## config.mk

```make
export PLATFORM = sky130hd
export DESIGN_NAME = aes_cbc_block_packer
export DESIGN_NICKNAME = d
export VERILOG_FILES = /design/src/rtl/aes_pkg.sv /design/src/rtl/aes_byte_packer.sv /design/src/rtl/aes_cbc_block_packer.sv
export SDC_FILE = /design/constraint.sdc
export NUM_CORES = 1
export LEC_CHECK = 0
export BUFFER_PORTS_ARGS = -buffer_cell sky130_fd_sc_hd__buf_4
export CELL_PAD_IN_SITES_DETAIL_PLACEMENT = 0
export CELL_PAD_IN_SITES_GLOBAL_PLACEMENT = 1
export CORE_AREA = 5 5 272 141
export DETAILED_ROUTE_END_ITERATION = 8
export DIE_AREA = 0 0 277 146
export PLACE_DENSITY_LB_ADDON = 0.12
export REMOVE_ABC_BUFFERS = 1
export SLEW_MARGIN = 15
export SYNTH_ARGS = -nofsm -noshare
export SYNTH_HDL_FRONTEND = slang
export SYNTH_SLANG_ARGS = --single-unit
```

## constraint.sdc

```tcl
create_clock -name clk -period 2.5 [get_ports clk]
set_input_delay 0.5 -clock clk [delete_from_list [all_inputs] [get_ports clk]]
set_output_delay 0.5 -clock clk [all_outputs]
set_load 0.05 [all_outputs]
```

## src/rtl/aes_pkg.sv

```systemverilog
// Shared AES block constants and types for the CBC block packer.
package aes_pkg;
  localparam int AES_BLK_W     = 128;
  localparam int AES_BLK_BYTES = 16;

  typedef logic [AES_BLK_W-1:0] aes_blk_t;

  typedef enum logic [2:0] {
    ST_IDLE,
    ST_SKIP,
    ST_PACK,
    ST_SEND,
    ST_WAIT_CT
  } aes_state_e;
endpackage

```

## src/rtl/aes_byte_packer.sv

```systemverilog
// Collects bytes into a 128-bit block, first byte in the MSB lane.
// Clearing at block start leaves unfilled lanes zero for short blocks.
module aes_byte_packer
  import aes_pkg::*;
(
  input  logic                 clk,
  input  logic                 rst_n,
  input  logic                 i_clr,
  input  logic                 i_wr,
  input  logic [7:0]           i_byte,
  output logic [AES_BLK_W-1:0] o_blk,
  output logic [4:0]           o_cnt
);
  aes_blk_t   r_blk;
  logic [4:0] r_cnt;

  always_ff @(posedge clk) begin
    if (!rst_n) begin
      r_blk <= '0;
      r_cnt <= '0;
    end else if (i_clr) begin
      r_blk <= '0;
      r_cnt <= '0;
    end else if (i_wr) begin
      for (int k = 0; k < AES_BLK_BYTES; k++) begin
        if (r_cnt == 5'(k)) r_blk[AES_BLK_W-1-8*k -: 8] <= i_byte;
      end
      r_cnt <= r_cnt + 5'd1;
    end
  end

  assign o_blk = r_blk;
  assign o_cnt = r_cnt;
endmodule

```

## src/rtl/aes_cbc_block_packer.sv

```systemverilog
// Byte stream to CBC-chained 128-bit plaintext blocks: skips a header,
// packs 16-byte blocks, XORs with IV/previous ciphertext, waits for the core.
module aes_cbc_block_packer
  import aes_pkg::*;
#(
  parameter int SKIP_W = 16
) (
  input  logic                 clk,
  input  logic                 rst_n,
  input  logic                 start,
  input  logic [AES_BLK_W-1:0] cfg_iv,
  input  logic [SKIP_W-1:0]    cfg_skip,
  input  logic                 in_valid,
  output logic                 in_ready,
  input  logic [7:0]           in_data,
  input  logic                 in_last,
  output logic                 blk_valid,
  input  logic                 blk_ready,
  output logic [AES_BLK_W-1:0] blk_data,
  output logic                 blk_last,
  input  logic                 ct_valid,
  input  logic [AES_BLK_W-1:0] ct_data,
  output logic                 busy
);
  aes_state_e        r_state, w_next;
  logic [SKIP_W-1:0] r_skip;
  aes_blk_t          r_chain;
  logic              r_last;

  logic     w_xfer, w_wr, w_clr;
  aes_blk_t w_blk;
  logic [4:0] w_cnt;

  aes_byte_packer u_packer (
    .clk    (clk),
    .rst_n  (rst_n),
    .i_clr  (w_clr),
    .i_wr   (w_wr),
    .i_byte (in_data),
    .o_blk  (w_blk),
    .o_cnt  (w_cnt)
  );

  assign in_ready  = (r_state == ST_SKIP) || (r_state == ST_PACK);
  assign w_xfer    = in_valid && in_ready;
  assign blk_valid = (r_state == ST_SEND);
  assign busy      = (r_state != ST_IDLE);
  // Outputs held at zero outside SEND so idle/reset values are clean.
  assign blk_data  = blk_valid ? (w_blk ^ r_chain) : '0;
  assign blk_last  = blk_valid && r_last;

  always_ff @(posedge clk) begin
    if (!rst_n) r_state <= ST_IDLE;
    else        r_state <= w_next;
  end

  always_comb begin
    w_next = r_state;
    w_wr   = 1'b0;
    w_clr  = 1'b0;
    case (r_state)
      ST_IDLE: begin
        if (start) begin
          w_clr  = 1'b1;
          w_next = (cfg_skip != '0) ? ST_SKIP : ST_PACK;
        end
      end
      ST_SKIP: begin
        if (w_xfer) begin
          if (in_last)                    w_next = ST_IDLE;
          else if (r_skip == SKIP_W'(1))  w_next = ST_PACK;
        end
      end
      ST_PACK: begin
        if (w_xfer) begin
          w_wr = 1'b1;
          if (in_last || (w_cnt == 5'(AES_BLK_BYTES-1))) w_next = ST_SEND;
        end
      end
      ST_SEND: begin
        if (blk_ready) begin
          w_clr  = 1'b1;
          w_next = ST_WAIT_CT;
        end
      end
      ST_WAIT_CT: begin
        if (ct_valid) w_next = r_last ? ST_IDLE : ST_PACK;
      end
      default: w_next = ST_IDLE;
    endcase
  end

  always_ff @(posedge clk) begin
    if (!rst_n) begin
      r_skip  <= '0;
      r_chain <= '0;
      r_last  <= 1'b0;
    end else if (r_state == ST_IDLE && start) begin
      r_skip  <= cfg_skip;
      r_chain <= cfg_iv;
      r_last  <= 1'b0;
    end else if (r_state == ST_SKIP && w_xfer) begin
      r_skip <= r_skip - SKIP_W'(1);
    end else if (r_state == ST_PACK && w_xfer && in_last) begin
      r_last <= 1'b1;
    end else if (r_state == ST_WAIT_CT && ct_valid) begin
      r_chain <= ct_data;
      r_last  <= 1'b0;
    end
  end
endmodule

```

==> run_results.csv, run 1 <==
group,metric,value,unit
logic_synthesis,number_of_flip_flops_and_latches_in_the_synthesized_netlist,281,
logic_synthesis,post_synth.cell_area_avg,8.41,um2
logic_synthesis,synth_top_flop_cell,"dfxtp_1",
placed_design,place.detailed.hpwl,32.0,mm
routing,wl_per_cell,18.5,um
routing,drc_errors,0,
routing,drtIter0Drc,667,
finish,num-fill-cells,3512,
sta,timing_worst_slew_pin_value,0.611,ns
grt,antenna_found_initial,0,
sta,final_period_minus_worst_setup_slack,2.44,ns
clock_network,number_of_sinks_handled_by_clock_tree_synthesis,281,
floorplanning,core_area,35600,um2
sta,drv_slew,0,
critical_path,required,2.00,ns
logic_synthesis,synth_area_leader_cell,"dfxtp_1",
logic_synthesis,yosysUniqueCellTypes,54,
sta,hold_violations,0,
logic_synthesis,synth.area.top_cells,"dfxtp_1 (42%), mux2i_1 (12%), nor2_1 (8.6%)",
logic_synthesis,yosysMostFrequentCell,"nor2_1",
floorplanning,die_y,146,um
clock_network,clock_latency_at_the_later_pin_of_the_worst_skew_pair,0.56,ns
floorplanning,die_x,277,um
placed_design,io_buffers,418,
routing,viasPerCell,5.04,
critical_path,timing.critical_path.arrival,1.94,ns
grt,grt_remaining_overflow,0,
logic_synthesis,post_synth_edffs,0,
sta,maxSlewHeadroom,0.593,
routing,drt_pass1_iterations,5,
sta,fin_crit_sh,0.978,
critical_path,worstPathMaxFanout,49,
clock_network,cts.hold.buffers_added,0,
placed_design,gp_congestion,0.794,
clock_network,numCtsBuffers,27,
floorplanning,initial_utilization,0.378,
finish,area_growth_syn_to_layout,36.7,%
outcome,status,"completed",
power,p_leak,6.76,nW
logic_synthesis,post-synth-top-area-fraction,0.419,
sta,fin_worst_skew,0.0202,ns
grt,grt_start_max_net_pins,112,
critical_path,worstSetupEndpointType,"output pin",
floorplanning,rows,49,
critical_path,crit_path_start_kind,"flop",
routing,final_antenna_net_count,0,
placed_design,dpl-instance-area,17200,um2
logic_synthesis,ys_async_sr_fraction,0,
sta,rsz0062_at_grt,"true",
clock_network,tritoncts_clock_tree,"built",
power,power.total,13.2,mW
job,maxCapViolations,0,
clock_network,cts_root_buffer,"clkbuf_16",
clock_network,cts_htree_levels,1,
finish,drive_gt1_frac,0.285,
sta,worst_hold_slack,0.206,ns
logic_synthesis,yosysWarnings,0,
finish,cell_area_after_layout,18400,um2
grt,first_global_vias,12305,
floorplanning,num_io_pins,419,
clock_network,clk_pin_slew,0.07,ns
finish,num-nets-final,2254,
finish,antenna_cells_inserted,0,
clock_network,cts_buffer_depth,3,
grt,grt_pass1_wl,70.6,mm
critical_path,setup.worst_path.class,"reg -> out",
power,power.density,718,nW/um2
floorplanning,die-area,40400,um2
logic_synthesis,cell_area_after_technology_mapping,13400,um2
power,vdd_ir_drop_max,0.000443,V
sta,fmax,409,MHz
logic_synthesis,synthTopCellsByCount,"nor2_1 (307), dfxtp_1 (281), mux2i_1 (155), nand2_1 (133), xnor2_1 (131)",
routing,finalWirelength,45.6,mm
sta,finalSetupViolCount,0,
logic_synthesis,synthesis.instances,1597,
worst_hold_path,hold_class,"in -> reg",
logic_synthesis,synth-seq-area-share,0.419,
routing,vias,12413,
grt,grt_use_total,0.214,
metrics by stage:
step	cells	util	setup TNS, ns	worst slack (ns)
4_1_cts	2463	0.512	-0.0791	-0.0107
2_1_floorplan	1461	-	-1686.54	-7.16
3_3_place_gp	2410	0.482	0	0.410
3_5_place_dp	2410	0.482	0	0.388
6_report	2463	0.517	0	0.0555
5_1_grt	2463	0.517	-0.0636	-0.0169
metal layers:
layer,GRT usage,part of all wire,vias to the layer above
li1,-,-,6230
met1,0.263,0.43,5896
met2,0.393,0.51,208
met3,0.0313,0.033,79
met4,0.0573,0.030,0
met5,0,0,-
kinds of logic after synthesis:
| group | share of synthesized area |
|---|---|
| simple gates | 0.191 |
| compound gates | 0.135 |
| flops | 0.419 |
| mux | 0.115 |
| buf+inv | 0.0472 |
| xor+xnor | 0.0867 |
| fa+ha+maj | 0.00652 |
cells in the final DEF (no fill, tap or decap), drive strengths merged, types with 4 or more instances in the layout:
cell	instances
o21ai	10
inv	12
ha	7
nor2	309
mux2i	155
a211oi	130
nand2	134
xnor2	131
clkbuf	36
dfxtp	281
nand3	110
or3	6
and2	4
buf	469
o211ai	9
and3	5
a31oi	5
clkinv	8
nor4	7
a21oi	116
state kept, by name, summed over array words and instances, names as in the netlist:
signal / count
r_chain: 128
r_last: 1
r_skip: 16
r_state: 3
u_packer.o_blk: 128
u_packer.o_cnt: 5
path summary, 6_finish.rpt:
kind	from	endpoint	slack [ns]	cells after the start
max	r_state[2]$_SDFFE_PN0P_	blk_data[85]	0.06	5
min	cfg_skip[0]	r_skip[0]$_SDFFE_PN0P_	0.21	3
max reg2reg	u_packer.o_cnt[0]$_SDFFE_PP0P_	r_state[0]$_SDFFE_PN0P_	0.41	8
min reg2reg	u_packer.o_blk[60]$_SDFFE_PP0P_	u_packer.o_blk[60]$_SDFFE_PP0P_	0.47	2
worst max-delay path: stages (launching register included):
cell and delay (ns):
dfxtp_2 0.35, nand3b_1 0.23, buf_12 0.19, buf_12 0.18, nor2_1 0.20, buf_6 0.18
area by class of cell:
cell class	instances	area [um2]	share of cell area
clock buffer	36	749	0.0408
clock inverter	12	121	0.00661
inverter	10	40.0	0.00218
multi-input combinational	1170	7320	0.399
sequential	281	5630	0.306
tap	484	606	0.0330
timing repair buffer	470	3910	0.213
power by group:
| group | total, mW | internal, mW | switching [mW] |
|---|---|---|---|
| clock network | 4.17 | 2.32 | 1.85 |
| logic | 3.52 | 1.57 | 1.95 |
| registers | 5.51 | 5.08 | 0.431 |
repair_timing:
action | in CTS | in global routing
setup endpoints to repair | 105 | 38
buffers inserted | 3 | 0
endpoints found under the hold margin | 0 | 0
gates resized for setup | 25 | 54
cloned | 2 | 0
Power figures use the tool's default switching activity.
==> run 2, diff against run 1 <==
--- a/config.mk
+++ b/config.mk
@@ -8,9 +8,10 @@
 export BUFFER_PORTS_ARGS = -buffer_cell sky130_fd_sc_hd__buf_4
 export CELL_PAD_IN_SITES_DETAIL_PLACEMENT = 0
 export CELL_PAD_IN_SITES_GLOBAL_PLACEMENT = 1
-export CORE_AREA = 5 5 272 141
+export CORE_AREA = 5 5 306 158
 export DETAILED_ROUTE_END_ITERATION = 8
-export DIE_AREA = 0 0 277 146
+export DIE_AREA = 0 0 311 163
+export GPL_TIMING_DRIVEN = 0
 export PLACE_DENSITY_LB_ADDON = 0.12
 export REMOVE_ABC_BUFFERS = 1
 export SLEW_MARGIN = 15
==> constraint.sdc (replaced) <==
create_clock -name clk -period 2.14 [get_ports clk]
set_input_delay 0.428 -clock clk [delete_from_list [all_inputs] [get_ports clk]]
set_output_delay 0.428 -clock clk [all_outputs]
set_load 0.05 [all_outputs]
==> run_results.csv, run 2 (synthesis results as in run 1) <==
group,metric,value,unit
routing,finalWirelength,57.8,mm
sta,timing_worst_slew_pin_value,0.809,ns
finish,combined_area_of_the_multi_input_logic_cells,8420,um2
floorplanning,die_x,311,um
sta,hold_violations,0,
clock_network,clk_pin_slew,0.06,ns
critical_path,timing.critical_path.cells,"nand3b_1 > buf_6 > buf_12 > buf_12 > nor2_4 > buf_6",
critical_path,crit_path_start_kind,"flop",
floorplanning,rows,56,
sta,rsz0062_at_grt,"true",
critical_path,crit_slowest_cell,"dfxtp_4",
grt,grt_start_max_net_pins,90,
sta,fin_crit_sh,1.10,
clock_network,clock_latency_at_the_later_pin_of_the_worst_skew_pair,0.57,ns
job,maxCapViolations,0,
clock_network,numCtsBuffers,29,
placed_design,gp_congestion,0.794,
floorplanning,initial_utilization,0.293,
finish,area_growth_syn_to_layout,60.6,%
worst_hold_path,holdPathStages,3,
power,p_leak,7.68,nW
finish,layout_commonest_cell,"buf_4",
finish,antenna_cells_inserted,0,
floorplanning,num_io_pins,419,
sta,fin_worst_skew,0.0196,ns
floorplanning,die_y,163,um
clock_network,cts_root_buffer,"clkbuf_16",
sta,fmax,424,MHz
grt,grt_remaining_overflow,0,
placed_design,place.detailed.hpwl,34.7,mm
power,power.density,816,nW/um2
clock_network,tritoncts_clock_tree,"built",
critical_path,required,1.71,ns
finish,num-nets-final,2326,
clock_network,cts_buffer_depth,3,
finish,final_cell_mix,"buf_4 (341), dfxtp_1 (275), nor2_1 (177)",
routing,viasPerCell,5.01,
grt,global_route.usage.met3,0.0420,
critical_path,timing.critical_path.arrival,1.93,ns
critical_path,worst-r2r-cell-count,6,
worst_hold_path,endpoint_with_the_worst_hold_slack,"r_skip[0]$_SDFFE_PN0P_",
critical_path,worstSetupEndpointType,"output pin",
clock_network,number_of_sinks_handled_by_clock_tree_synthesis,281,
finish,drive_gt1_frac,0.372,
routing,drtIter0Drc,861,
grt,first_global_vias,13131,
critical_path,regToRegEndpoint,"r_chain[125]$_SDFFE_PN0P_",
grt,grt_pass1_wl,83.7,mm
sta,worst_hold_slack,0.119,ns
sta,finalSetupViolCount,131,
routing,vias,13337,
finish,utilization,0.471,
routing,wl_per_cell,21.7,um
outcome,status,"finished with violations",
placed_design,detailedPlace.worstSlack,-1.21,ns
worst_hold_path,worstHoldStart,"cfg_skip[0]",
clock_network,cts_htree_levels,1,
routing,final_antenna_net_count,0,
grt,grt_use_total,0.212,
floorplanning,core_area,45800,um2
critical_path,worstPathMaxFanout,8,
grt,grt.met2_usage,0.333,
floorplanning,die-area,50700,um2
sta,drv_slew,0,
critical_path,setup.worst_path.class,"reg -> out",
sta,maxSlewHeadroom,0.456,
finish,num-fill-cells,4359,
grt,antenna_found_initial,3,
placed_design,io_buffers,418,
worst_hold_path,hold_class,"in -> reg",
grt,grt_most_used_layer,"met2",
finish,seq_area,5640,um2
sta,final_period_minus_worst_setup_slack,2.36,ns
critical_path,reg2reg_setup_slack,0.04,ns
sta,post-route-worst-setup-slack,-0.220,ns
grt,grt_use_met1,0.311,
routing,drt_pass1_iterations,5,
critical_path,worst_path_largest_cell_delay,0.37,ns
critical_path,critical_path.reg2reg.startpoint,"r_state[2]$_SDFFE_PN0P_",
outcome,violations,"negative setup slack",
routing,drc_errors,0,
power,power.total,17.6,mW
power,vdd_ir_drop_max,0.000534,V
[run 2: layout make-up]
| class | count | area share |
|---|---|---|
| multi-input cells | 1178 | 0.390 |
| clock buffers | 40 | 0.0383 |
| well taps | 609 | 0.0353 |
| clock inverters | 11 | 0.00759 |
| inverters | 10 | 0.00267 |
| flip-flops and latches | 281 | 0.261 |
| repair buffers | 532 | 0.265 |
[run 2: repair_timing]
action | 4_1_cts | 5_1_grt
pin swaps | 71 | 76
gates cloned | 21 | 6
gates resized for setup | 480 | 115
hold buffers | 0 | 0
hold endpoints to repair | 0 | 0
setup buffers | 47 | 31
endpoints found under the setup margin | 400 | 276
[run 2: how the worst max path moves through the flow]
stage                            start                        endpoint  cells after the start
6_report       r_state[2]$_SDFFE_PN0P_                    blk_data[68]                      6
3_5_place_dp   r_state[0]$_SDFFE_PN0P_  u_packer.o_cnt[4]$_SDFFE_PP0P_                      7
4_1_cts        r_state[2]$_SDFFE_PN0P_                   blk_data[113]                      7
3_3_place_gp   r_state[0]$_SDFFE_PN0P_  u_packer.o_cnt[4]$_SDFFE_PP0P_                      3
2_1_floorplan  r_state[0]$_SDFFE_PN0P_  u_packer.o_cnt[4]$_SDFFE_PP0P_                      3
5_1_grt        r_state[2]$_SDFFE_PN0P_                    blk_data[49]                      6
[run 2: worst max-delay path, delay by kind of cell (launching register included)]
family | cells | cell delay [ns]
DFF | 1 | 0.37
buffers and inverters | 4 | 0.66
and+or+nand+nor | 2 | 0.33
[run 2: metrics by stage]
| step | TNS (ns) | instances | cell area (um2) |
|---|---|---|---|
| floorplan | -1822.62 | 1461 | 12800 |
| global placement | -3325.55 | 2488 | 16700 |
| detailed placement | -160.18 | 2511 | 17200 |
| CTS | -29.34 | 2628 | 20800 |
| global route | -28.88 | 2661 | 21600 |
| finish | -20.38 | 2661 | 21600 |
[run 2: routing by layer]
layer  part of all wire  vias to the layer above
li1                   -                     6387
met1               0.48                     6496
met2               0.44                      407
met3              0.070                       47
met4              0.011                        0
met5                  0                        -
[run 2: where the power goes]
part / switching, mW / leakage (nW) / total (mW) / internal (mW)
Sequential: 0.531 / 2.30 / 6.47 / 5.94
Combinational: 3.20 / 4.90 / 5.67 / 2.47
Clock: 2.30 / 0.483 / 5.47 / 3.17
Total: 6.03 / 7.68 / 17.6 / 11.6
==> run 3, diff against run 2 <==
--- a/config.mk
+++ b/config.mk
@@ -8,9 +8,10 @@
 export BUFFER_PORTS_ARGS = -buffer_cell sky130_fd_sc_hd__buf_4
 export CELL_PAD_IN_SITES_DETAIL_PLACEMENT = 0
 export CELL_PAD_IN_SITES_GLOBAL_PLACEMENT = 1
-export CORE_AREA = 5 5 306 158
+export CORE_AREA = 5 5 259 186
+export CTS_BUF_LIST = sky130_fd_sc_hd__clkbuf_16
 export DETAILED_ROUTE_END_ITERATION = 8
-export DIE_AREA = 0 0 311 163
+export DIE_AREA = 0 0 264 191
 export GPL_TIMING_DRIVEN = 0
 export PLACE_DENSITY_LB_ADDON = 0.12
 export REMOVE_ABC_BUFFERS = 1
==> run_results.csv, run 3 (synthesis results as in run 1) <==
group,metric,value,unit
outcome,status,"finished with violations",
outcome,violations,"negative setup slack",
clock_network,cts_root_buffer,"clkbuf_16",
clock_network,clk_pin_slew,0.06,ns
power,power.density,804,nW/um2
worst_hold_path,hold_class,"in -> reg",
critical_path,crit_path_start_kind,"flop",
finish,utilization,0.474,
grt,first_global_vias,13013,
sta,fin_worst_skew,0.00964,ns
sta,final_period_minus_worst_setup_slack,2.44,ns
floorplanning,die-area,50400,um2
floorplanning,core_area,45600,um2
clock_network,cts_htree_levels,1,
placed_design,dpl-instance-area,17300,um2
clock_network,tritoncts_clock_tree,"built",
clock_network,numCtsBuffers,31,
grt,grt_pass1_wl,80.3,mm
placed_design,io_buffers,418,
sta,finalSetupViolCount,160,
routing,vias,13203,
floorplanning,rows,66,
placed_design,place.detailed.hpwl,34.0,mm
routing,drt_pass1_iterations,5,
sta,fmax,409,MHz
routing,viasPerCell,4.96,
sta,fin_crit_sh,1.14,
finish,num-nets-final,2322,
finish,cell_area_after_layout,21600,um2
routing,wl_per_cell,21.1,um
power,p_leak,7.65,nW
clock_network,clock_latency_at_the_later_pin_of_the_worst_skew_pair,0.56,ns
grt,grt_start_max_net_pins,81,
finish,area_growth_syn_to_layout,61.0,%
sta,maxSlewHeadroom,0.611,
job,maxCapViolations,0,
sta,drv_slew,0,
sta,timing_worst_slew_pin_value,0.578,ns
critical_path,timing.critical_path.arrival,2.01,ns
critical_path,setup.worst_path.class,"reg -> out",
floorplanning,die_y,191,um
critical_path,worstSetupEndpointType,"output pin",
floorplanning,num_io_pins,419,
critical_path,crit_path_start,"r_state[2]$_SDFFE_PN0P_",
grt,grt_use_total,0.201,
sta,post_route_setup_tns,-30.17,ns
routing,drc_errors,0,
clock_network,number_of_sinks_handled_by_clock_tree_synthesis,281,
floorplanning,initial_utilization,0.295,
floorplanning,die_x,264,um
critical_path,required,1.71,ns
worst_hold_path,worstHoldStart,"cfg_skip[1]",
sta,worst_hold_slack,0.132,ns
finish,antenna_cells_inserted,0,
grt,antenna_found_initial,2,
sta,hold_violations,0,
critical_path,worstPathMaxFanout,6,
routing,drtIter0Drc,705,
routing,final_antenna_net_count,0,
grt,grt_remaining_overflow,0,
clock_network,cts_buffer_depth,3,
finish,layout_commonest_cell,"buf_4",
power,power.total,17.4,mW
critical_path,critical_path.reg2reg.startpoint,"r_state[2]$_SDFFE_PN0P_",
sta,post-route-worst-setup-slack,-0.303,ns
finish,final_cell_mix,"buf_4 (330), dfxtp_1 (275), nor2_1 (166)",
finish,drive_gt1_frac,0.380,
sta,rsz0062_at_grt,"true",
placed_design,gp_congestion,0.791,
routing,finalWirelength,56.3,mm
power,vdd_ir_drop_max,0.000474,V
==> run 3: changes by cell type in the layout (fill, tap and decap cells not counted), moves of 11 or more <==
cell / previous run / this run
buf_4: 341 / 330
clkinv_1: 0 / 13
nor2_1: 177 / 166
a211oi_1: 126 / 114
a211oi_2: 4 / 16
nor2_2: 0 / 19
==> run 3: path summary, 6_finish.rpt <==
kind | end | cells after the start | slack (ns)
hold reg to reg | u_packer.o_blk[9]$_SDFFE_PP0P_ | 2 | 0.47
setup reg to reg | u_packer.o_blk[55]$_SDFFE_PP0P_ | 10 | -0.04
hold / removal | r_skip[1]$_SDFFE_PN0P_ | 3 | 0.13
setup / recovery | blk_data[90] | 7 | -0.30
==> run 3: per-layer routing <==
metal,share of wire,track usage,vias to the layer above
li1,-,-,6384
met1,0.47,0.284,6382
met2,0.44,0.312,376
met3,0.069,0.0539,61
met4,0.018,0.0388,0
met5,0,0,-
==> run 3: power breakdown <==
group	internal [mW]	switching (mW)
Clock	2.84	2.27
Sequential	5.94	0.510
Combinational	2.60	3.23
==> run 3: cell type report <==
| cell class | instances | area [um2] |
|---|---|---|
| clock inverter | 25 | 155 |
| clock buffer | 31 | 776 |
| fill | 4415 | 24000 |
| sequential | 281 | 5640 |
| inverter | 10 | 57.6 |
| timing repair buffer | 530 | 5770 |
| multi-input combinational | 1174 | 8460 |
| tap | 612 | 766 |
==> run 3: timing repair <==
item | in CTS | in global routing
gates cloned | 16 | 7
endpoints found under the setup margin | 332 | 374
buffers inserted | 40 | 36
hold buffers | 0 | 0
pin swaps | 90 | 46
resized for setup | 500 | 136
==> run 3: worst max-delay path, stage by stage (launching register included) <==
cell	delay, ns
dfxtp_4	0.35
nand3b_1	0.20
buf_6	0.16
buf_12	0.14
buf_12	0.14
buf_16	0.15
nor2_4	0.12
buf_8	0.15
==> run 3: per-stage QoR <==
step / cells / setup WS [ns]
2_1_floorplan: 1461 / -7.52
3_3_place_gp: 2491 / -14.54
3_5_place_dp: 2516 / -0.636
4_1_cts: 2627 / -0.403
5_1_grt: 2663 / -0.395
6_report: 2663 / -0.303
